==> src/rtl/timing_check_monitor.sv <==
// timing_check_monitor
// Watches a data line (d_in) against a monitored flip-flop clock (dut_clk).
// Both are sampled on the local clock. Setup/hold windows are measured in
// clock cycles. The block models the captured flop value (q/qb), flags
// violations with one-cycle pulses, and keeps saturating violation counts.
module timing_check_monitor #(
    parameter int unsigned SETUP_CYC = 4,   // 1..15
    parameter int unsigned HOLD_CYC  = 4,   // 1..15
    parameter int unsigned CNT_W     = 8
) (
    input  logic             clock,
    input  logic             rst_n,
    input  logic             d_in,
    input  logic             dut_clk,
    input  logic             clr_cnt,
    output logic             q,
    output logic             qb,
    output logic             q_valid,
    output logic             setup_viol,
    output logic             hold_viol,
    output logic [CNT_W-1:0] setup_cnt,
    output logic [CNT_W-1:0] hold_cnt
);

    localparam logic [3:0] SETUP_SAT = 4'(SETUP_CYC);
    localparam logic [3:0] HOLD_LOAD = 4'(HOLD_CYC);

    typedef enum logic {
        IDLE,
        HOLD_WIN
    } state_t;

    state_t     state;
    state_t     state_next;
    logic [3:0] hold_left;
    logic [3:0] hold_left_next;
    logic       window_done;

    logic       primed;
    logic       d_prev;
    logic       clk_prev;

    logic [3:0] setup_dist;
    logic [3:0] setup_dist_next;
    logic [3:0] dist_now;

    logic       d_change;
    logic       clk_rise;
    logic       setup_hit;
    logic       hold_hit;

    logic       capture_bad;
    logic       capture_bad_next;

    // Event detection and setup-distance bookkeeping
    always_comb begin
        d_change = primed & (d_in ^ d_prev);
        clk_rise = primed & dut_clk & ~clk_prev;
        // Distance from the most recent data change to this cycle. A change
        // in this cycle counts as distance 0, so an edge in the same cycle
        // is a setup violation.
        dist_now = d_change ? 4'd0 : setup_dist;
        setup_hit = clk_rise & (dist_now < SETUP_SAT);
        // A change that coincides with an edge belongs to the new capture's
        // setup window, never to the previous capture's hold window.
        hold_hit = (state == HOLD_WIN) & d_change & ~clk_rise;
        if (dist_now < SETUP_SAT) begin
            setup_dist_next = dist_now + 4'd1;
        end else begin
            setup_dist_next = SETUP_SAT;
        end
    end

    // Hold-window FSM: next state and hold counter
    always_comb begin
        state_next     = state;
        hold_left_next = hold_left;
        window_done    = 1'b0;
        if (clk_rise) begin
            state_next     = HOLD_WIN;
            hold_left_next = HOLD_LOAD;
        end else begin
            case (state)
                HOLD_WIN: begin
                    if (hold_left <= 4'd1) begin
                        state_next     = IDLE;
                        hold_left_next = 4'd0;
                        window_done    = 1'b1;
                    end else begin
                        hold_left_next = hold_left - 4'd1;
                    end
                end
                default: begin
                    state_next     = IDLE;
                    hold_left_next = hold_left;
                end
            endcase
        end
    end

    // Tracks whether the capture in flight has seen any violation
    always_comb begin
        capture_bad_next = capture_bad;
        if (clk_rise) begin
            capture_bad_next = setup_hit;
        end else if (hold_hit) begin
            capture_bad_next = 1'b1;
        end
    end

    // FSM state register
    always_ff @(posedge clock or negedge rst_n) begin
        if (!rst_n) begin
            state     <= IDLE;
            hold_left <= '0;
        end else begin
            state     <= state_next;
            hold_left <= hold_left_next;
        end
    end

    // Previous-value registers; the first cycle after reset only primes them
    always_ff @(posedge clock or negedge rst_n) begin
        if (!rst_n) begin
            primed     <= 1'b0;
            d_prev     <= 1'b0;
            clk_prev   <= 1'b0;
            setup_dist <= SETUP_SAT;
        end else begin
            primed     <= 1'b1;
            d_prev     <= d_in;
            clk_prev   <= dut_clk;
            setup_dist <= setup_dist_next;
        end
    end

    // Captured value, validity flag and violation pulses
    always_ff @(posedge clock or negedge rst_n) begin
        if (!rst_n) begin
            q           <= 1'b0;
            q_valid     <= 1'b0;
            capture_bad <= 1'b0;
            setup_viol  <= 1'b0;
            hold_viol   <= 1'b0;
        end else begin
            capture_bad <= capture_bad_next;
            setup_viol  <= setup_hit;
            hold_viol   <= hold_hit;
            if (clk_rise) begin
                q       <= d_in;
                q_valid <= 1'b0;
            end else if (window_done) begin
                // A violation in the final window cycle is not yet in
                // capture_bad, so it is folded in here directly.
                q_valid <= ~(capture_bad | hold_hit);
            end
        end
    end

    // Saturating violation counters; clear wins over increment
    always_ff @(posedge clock or negedge rst_n) begin
        if (!rst_n) begin
            setup_cnt <= '0;
            hold_cnt  <= '0;
        end else if (clr_cnt) begin
            setup_cnt <= '0;
            hold_cnt  <= '0;
        end else begin
            if (setup_hit && (setup_cnt != '1)) begin
                setup_cnt <= setup_cnt + 1'b1;
            end
            if (hold_hit && (hold_cnt != '1)) begin
                hold_cnt <= hold_cnt + 1'b1;
            end
        end
    end

    // Complementary output
    always_comb begin
        qb = ~q;
    end

endmodule

==> config.mk <==
export PLATFORM = sky130hd
export DESIGN_NAME = timing_check_monitor
export DESIGN_NICKNAME = d
export VERILOG_FILES = /design/src/rtl/timing_check_monitor.sv
export SDC_FILE = /design/constraint.sdc
export NUM_CORES = 1
export LEC_CHECK = 0
export CAP_MARGIN = 40
export CORE_AREA = 4 4 64 66
export DETAILED_ROUTE_END_ITERATION = 10
export DIE_AREA = 0 0 68 70
export PLACE_DENSITY_LB_ADDON = 0.05
export SKIP_LAST_GASP = 1
export SLEW_MARGIN = 10
export SYNTH_ARGS = -nofsm -noshare
export SYNTH_HDL_FRONTEND = slang
export SYNTH_SLANG_ARGS = --single-unit
==> constraint.sdc <==
create_clock -name clock -period 1.59 [get_ports clock]
set_input_delay 0.318 -clock clock [delete_from_list [all_inputs] [get_ports clock]]
set_output_delay 0.318 -clock clock [all_outputs]
set_load 0.01 [all_outputs]
==> out/metrics.cfg, run 1 <==
[run_status]
status = complete, but fails checks
violated_checks = negative setup slack

[setup_path]
cp_max_fo = 7
ff2ff_setup_slack_ns = -0.06
crit-reg2reg-launch = d_prev
endpoint_kind = flop
timing.critical_path.arrival_ns = 1.86
cp-start-kind = flop
data_required_time_at_the_worst_endpoint_ns = 1.80
rr_worst_depth = 4
crit-reg2reg-capture = hold_cnt[5]
critPathKind = reg -> reg

[global_route]
grt.overflow.total = 0
most_used_routing_layer = met2
grt_max_degree = 34
grt_pass1_wl_mm = 6.48
globalRouteMet2Util = 0.279
met3_track_demand_over_resource = 0.0514
grt_usage = 0.176
grt_pass1_vias = 1450
global_route.usage.met1 = 0.216
antenna_found_initial = 0

[die]
fp.coreArea_sq_um = 3580
initial_utilization = 0.454
die-height_um = 70
design.die.area_sq_um = 4760
row_count = 22
top_level_ports = 26
floorplan.die.width_um = 68

[min_path]
min-delay-start = d_in
hold_path_class = in -> reg
min_path_cells = 1
timing.hold.worst_endpoint = d_prev

[synthesis]
synthDominantAreaCellType = sky130_fd_sc_hd__dfrtp_1
synthMostInstantiatedCell = sky130_fd_sc_hd__dfrtp_1
synth_cell_types = 41
synth-edff-count = 0
main_synth_ff_type = sky130_fd_sc_hd__dfrtp_1
synth_area_sq_um = 1630
synth-warning-count = 0
synth_cells = 162
average_size_of_a_mapped_cell_sq_um = 10.0
ys_async_sr_fraction = 1.00
synth-seq-area-share = 0.509
post_synthesis_sequential_element_count = 33
synth_top_area_share = 0.493
synth.net_count = 172
synth.top_cells.by_area = sky130_fd_sc_hd__dfrtp_1 49%, sky130_fd_sc_hd__a21oi_1 4.9%, sky130_fd_sc_hd__ha_1 3.8%
synth.cells.most_frequent = 32 x sky130_fd_sc_hd__dfrtp_1, 16 x sky130_fd_sc_hd__a21oi_1, 11 x sky130_fd_sc_hd__nand2_1, 10 x sky130_fd_sc_hd__inv_1, 10 x sky130_fd_sc_hd__o21ai_0

[routing]
post-route-drc-count = 0
dr_total_vias = 1515
detailedRoute.firstPassIterationCount = 4
ant_nets = 0
dr.first_iter.drc_count = 89
per_cell_routed_wire_length_um = 15.0
drt-total-wl_mm = 4.16
avg_vias_per_cell = 5.47

[pwr]
worst_ir_drop_on_vdd_mv = 0.598
finalPower_mw = 2.34
static-leakage-power_nw = 1.28
power.density_cell_area_nw_per_um2 = 943

[timing]
drv_slew = 0
postLayoutSetupSlackWorst_ns = -0.0566
final-hold-violation-count = 0
maxClockFrequency_ghz = 0.607
final.hold.worst_slack_ns = 0.321
worst_clock_skew_ns = 0.00719
finalCritPeriodShare = 1.04
fin_tns_setup_ns = -0.120
min_period_ns = 1.65
rsz0062_at_grt = true
setup_viol = 5

[placed_design]
gp_congestion = 0.861
detailed_place_hpwl_mm = 2.56
io_buffer_count = 25
place.detailed.instances = 252
placement.cell_area_sq_um = 2090

[cts]
ctsHoldBuffers = 0
clock-sinks = 33
clock_tree.root_cell = sky130_fd_sc_hd__clkbuf_4
cts.clk_slew.worst_paths_ns = 0.11
cts_inserted_buffers = 5
clock_tree.buffer_depth = 2
cts_tree = built
htree_levels = 2
worst_skew_pair.late_latency_ns = 0.33

[cells_and_area]
filler_cell_count = 284
nets = 238
layout.area.seq_sq_um = 830
syn2layout_area_growth_pct = 53.0
multi_input_logic_area_sq_um = 885
antennaDiodeCount = 0
stdcell_area_sq_um = 2490
finalNonFillerCells = 277
drive_above_1_share = 0.362

[flow_run]
cap_viol_max_count = 0

-- kinds of logic after synthesis --
group / Yosys count / synth area share
AND/OR/NAND/NOR: 61 / 0.218
AO/OA/AOI/OAI: 43 / 0.164
flip-flops: 33 / 0.509
buffers and inverters: 14 / 0.0370
adder cells (fa/ha/maj): 5 / 0.0385
multiplexers: 3 / 0.0192
other: 2 / 0.00462
XOR/XNOR: 1 / 0.0100
-- area by class of cell --
cell class	count	share of cell area
multi-input combinational	115	0.356
sequential	33	0.334
timing repair buffer	63	0.230
clock inverter	3	0.0262
tap	48	0.0242
clock buffer	5	0.0151
inverter	10	0.0151
-- what timing repair did --
action	CTS	global route
gates resized for setup	12	43
buffers inserted	10	7
endpoints found under the setup margin	32	27
pin swaps	0	12
-- power breakdown --
| part | internal [mW] | total (mW) | switching, mW |
|---|---|---|---|
| logic | 0.263 | 0.524 | 0.261 |
| clock network | 0.487 | 0.778 | 0.291 |
| registers | 0.941 | 1.04 | 0.101 |
| total | 1.69 | 2.34 | 0.654 |
-- cell usage in the layout, fill, tap and decap left out, types with 3 or more instances in the layout --
cell	count
sky130_fd_sc_hd__nor3_1	3
sky130_fd_sc_hd__nand3_1	6
sky130_fd_sc_hd__o31ai_1	7
sky130_fd_sc_hd__inv_1	8
sky130_fd_sc_hd__buf_4	35
sky130_fd_sc_hd__a21oi_1	8
sky130_fd_sc_hd__dfrtp_1	30
sky130_fd_sc_hd__nor2_1	6
sky130_fd_sc_hd__a21oi_2	8
sky130_fd_sc_hd__or4_4	5
sky130_fd_sc_hd__or4_1	3
sky130_fd_sc_hd__clkbuf_4	5
sky130_fd_sc_hd__clkdlybuf4s50_1	5
sky130_fd_sc_hd__ha_1	4
sky130_fd_sc_hd__or3_4	3
sky130_fd_sc_hd__o21ai_0	10
sky130_fd_sc_hd__dlymetal6s2s_1	11
sky130_fd_sc_hd__nand2b_1	3
sky130_fd_sc_hd__nand2_1	11
sky130_fd_sc_hd__dlygate4sd2_1	9
-- worst max-delay path, cell delays in order, from the launching register on --
cell and delay, ns:
sky130_fd_sc_hd__dfrtp_1 0.41, sky130_fd_sc_hd__xor2_2 0.22, sky130_fd_sc_hd__nand4_4 0.19, sky130_fd_sc_hd__nor4_2 0.33, sky130_fd_sc_hd__mux2_1 0.37
-- worst max path at each step --
stage / startpoint / endpoint / slack [ns] / cells after the start
6_report: d_prev / hold_cnt[5] / -0.06 / 4
5_1_grt: d_prev / hold_cnt[5] / -0.14 / 4
4_1_cts: hold_cnt[3] / hold_cnt[3] / -0.08 / 1
3_5_place_dp: d_in / setup_cnt[4] / -0.48 / 6
3_3_place_gp: d_in / hold_cnt[7] / -0.46 / 5
2_1_floorplan: d_prev / hold_cnt[5] / -0.02 / 5
-- registers in the layout, summed over array words and instances (netlist names) --
register,cells
hold_viol,1
q,1
clk_prev,1
hold_cnt,8
setup_dist,4
setup_viol,1
state,1
hold_left,4
setup_cnt,8
capture_bad,1
d_prev,1
q_valid,1
primed,1
-- metrics by stage --
stage,setup slack [ns],util
2_1_floorplan,-0.0202,-
3_3_place_gp,-0.463,0.584
3_5_place_dp,-0.481,0.584
4_1_cts,-0.0773,0.632
5_1_grt,-0.137,0.695
6_report,-0.0566,0.695
-- metal layers --
layer | part of all wire | routed length, um | up-vias
li1 | - | - | 726
met1 | 0.42 | 1760 | 746
met2 | 0.53 | 2210 | 38
met3 | 0.035 | 147 | 5
met4 | 0.012 | 51 | 0
met5 | 0 | 0 | -
(Power assumes the default switching activity.)
==> inputs of run 2 (changes only) <==
Settings changed: HOLD_SLACK_MARGIN from default to 0.08.
==> results of run 2 <==
The final DEF is identical to that of run 1; final timing and power are the same.
==> inputs of run 3 (changes only) <==
Settings changed: CTS_BUF_LIST from default to sky130_fd_sc_hd__clkbuf_8 sky130_fd_sc_hd__clkbuf_16.
==> out/metrics.cfg, run 3 (synthesized netlist as in run 1, its figures left out) <==
[min_path]
min_path_cells = 1  ; unchanged
min-delay-start = d_in
hold_path_class = in -> reg
timing.hold.worst_endpoint = d_prev

[cts]
cts_tree = built
worst_skew_pair.late_latency_ns = 0.28  ; -0.05 ns
htree_levels = 2  ; unchanged
clock_tree.root_cell = sky130_fd_sc_hd__clkbuf_8
clock-sinks = 33  ; unchanged
cts.clk_slew.worst_paths_ns = 0.07  ; -0.04 ns
clock_tree.buffer_depth = 2  ; unchanged
cts_inserted_buffers = 5  ; unchanged
ctsHoldBuffers = 0  ; unchanged

[timing]
worst_clock_skew_ns = 0.00413  ; -0.00306 ns
finalCritPeriodShare = 0.999  ; -0.0362
final-hold-violation-count = 0  ; unchanged
drv_slew = 0  ; unchanged
final.hold.worst_slack_ns = 0.380  ; +0.0597 ns
rsz0062_at_grt = true
min_period_ns = 1.59  ; -0.0575 ns
maxClockFrequency_ghz = 0.629  ; +3.6%
setup_viol = 0  ; -5

[routing]
detailedRoute.firstPassIterationCount = 4  ; unchanged
avg_vias_per_cell = 5.56  ; +1.6%
per_cell_routed_wire_length_um = 14.8  ; -1.8%
dr.first_iter.drc_count = 78  ; -12%
drt-total-wl_mm = 4.00  ; -4.0%
post-route-drc-count = 0  ; unchanged
dr_total_vias = 1506  ; -0.59%
ant_nets = 0  ; unchanged

[die]
floorplan.die.width_um = 68  ; unchanged
row_count = 22  ; unchanged
die-height_um = 70  ; unchanged
fp.coreArea_sq_um = 3580  ; unchanged
design.die.area_sq_um = 4760  ; unchanged
top_level_ports = 26  ; unchanged
initial_utilization = 0.454  ; unchanged

[cells_and_area]
multi_input_logic_area_sq_um = 912  ; +3.1%
most_common_library_cell_in_the_layout_ignoring_fill_and_taps = sky130_fd_sc_hd__dfrtp_1
antennaDiodeCount = 0  ; unchanged
layout.cells.most_common_list = 27 x sky130_fd_sc_hd__dfrtp_1, 26 x sky130_fd_sc_hd__buf_4, 13 x sky130_fd_sc_hd__clkdlybuf4s50_1, 10 x sky130_fd_sc_hd__nand2_1, 10 x sky130_fd_sc_hd__o21ai_0
drive_above_1_share = 0.372  ; +0.00975
stdcell_area_sq_um = 2510  ; +0.81%
syn2layout_area_growth_pct = 54.2
layout.area.seq_sq_um = 833  ; +0.45%
finalNonFillerCells = 271  ; -2.2%
filler_cell_count = 269  ; -5.3%
nets = 232  ; -2.5%
reg.largest.list = hold_cnt (8), setup_cnt (8)

[setup_path]
rr_worst_depth = 4  ; unchanged
data_required_time_at_the_worst_endpoint_ns = 1.81  ; about the same
timing.critical_path.arrival_ns = 1.80  ; -0.06 ns
critical_path.n_buffers_inverters = 0  ; unchanged
slowest_delay_ns = 0.58  ; +0.17 ns
ff2ff_setup_slack_ns = 0.0009  ; +0.06 ns
endpoint_kind = flop
cp_max_fo = 7  ; unchanged
critPathKind = reg -> reg
cp_cell_sequence = xor2_2 > nand4_4 > or4_4 > a21oi_2
timing.critical_path.slowest_stage_cell = sky130_fd_sc_hd__or4_4
crit-reg2reg-launch = d_prev
cpLargestDelayFamily = simple AND/OR/NAND/NOR gates
crit-reg2reg-capture = hold_cnt[4]
cp-start-kind = flop

[pwr]
static-leakage-power_nw = 1.18  ; -7.5%
worst_ir_drop_on_vdd_mv = 0.581  ; -2.8%
finalPower_mw = 2.49  ; +6.0%
power.density_cell_area_nw_per_um2 = 992  ; +5.2%
netSwitchingFraction = 0.269  ; -0.00953
power.clock.fraction = 0.376  ; +0.044
combinational_power_share = 0.205  ; -0.019
intPower_mw = 1.82  ; +7.4%
switching_component_of_the_power_mw = 0.669  ; +2.4%
power_frac_seq = 0.419  ; -0.026

[global_route]
grt_pass1_vias = 1484  ; +2.3%
grt_pass1_wl_mm = 6.44  ; -0.65%
grt_max_degree = 34  ; unchanged
grt.overflow.total = 0  ; unchanged
antenna_found_initial = 0  ; unchanged
grt_usage = 0.174  ; -0.00104

[placed_design]
placement.cell_area_sq_um = 2090  ; unchanged
detailed_place_hpwl_mm = 2.56  ; unchanged
place.detailed.instances = 252  ; unchanged
gp_congestion = 0.861  ; unchanged
io_buffer_count = 25  ; unchanged

[run_status]
status = complete, no violations

[flow_run]
cap_viol_max_count = 0  ; unchanged

## run 3: cell count changes in the layout (fill, tap and decap cells not counted), moves of 5 or more
cell,previous run,this run
sky130_fd_sc_hd__buf_4,35,26
sky130_fd_sc_hd__clkbuf_8,0,5
sky130_fd_sc_hd__clkbuf_4,5,0
sky130_fd_sc_hd__clkdlybuf4s50_1,5,13
sky130_fd_sc_hd__dlymetal6s2s_1,11,6
## run 3: worst max path at each step
stage | start | endpoint | slack [ns] | cells past startpoint
2_1_floorplan | d_prev | hold_cnt[5] | -0.02 | 5
3_3_place_gp | d_in | hold_cnt[7] | -0.46 | 5
3_5_place_dp | d_in | setup_cnt[4] | -0.48 | 6
4_1_cts | setup_cnt[4] | setup_cnt[4] | 0.002 | 1
5_1_grt | setup_cnt[3] | setup_cnt[7] | -0.09 | 4
6_report | d_prev | hold_cnt[4] | 0.0009 | 4
## run 3: layer usage
layer / share of wire / global-route usage / vias up
met5: 0 / 0 / -
met4: 0.017 / 0.0795 / 0
met3: 0.035 / 0.0514 / 9
met2: 0.51 / 0.282 / 25
met1: 0.44 / 0.209 / 761
li1: - / - / 711
## run 3: layout make-up
type                    instances  area share
clock inverters                 3      0.0260
inverters                      10      0.0150
repair buffers                 57       0.211
multi-input cells             115       0.364
well taps                      48      0.0240
flip-flops and latches         33       0.333
clock buffers                   5      0.0275
## run 3: repair_timing
| item | in CTS | in global routing |
|---|---|---|
| endpoints found under the hold margin | 0 | 0 |
| buffers inserted | 8 | 3 |
| resized for setup | 8 | 50 |
| pin swaps | 0 | 19 |
| endpoints found under the setup margin | 27 | 24 |
## run 3: per-stage QoR
stage | util | setup WS (ns) | setup TNS [ns]
CTS | 0.636 | 0.00169 | 0
global route | 0.700 | -0.0852 | -0.716
floorplan | - | -0.0202 | -0.0202
detailed placement | 0.584 | -0.481 | -8.16
global placement | 0.584 | -0.463 | -7.25
finish | 0.700 | 0.000885 | 0
## run 3: power by group through the flow
stage | sequential (mW) | clock (mW) | combinational [mW]
after floorplan | 1.04 | 0 | 0.258
after CTS | 1.03 | 0.948 | 0.467
after global placement | 1.04 | 0 | 0.452
after global routing | 1.05 | 0.988 | 0.576
final | 1.04 | 0.935 | 0.510
after detailed placement | 1.05 | 0 | 0.471
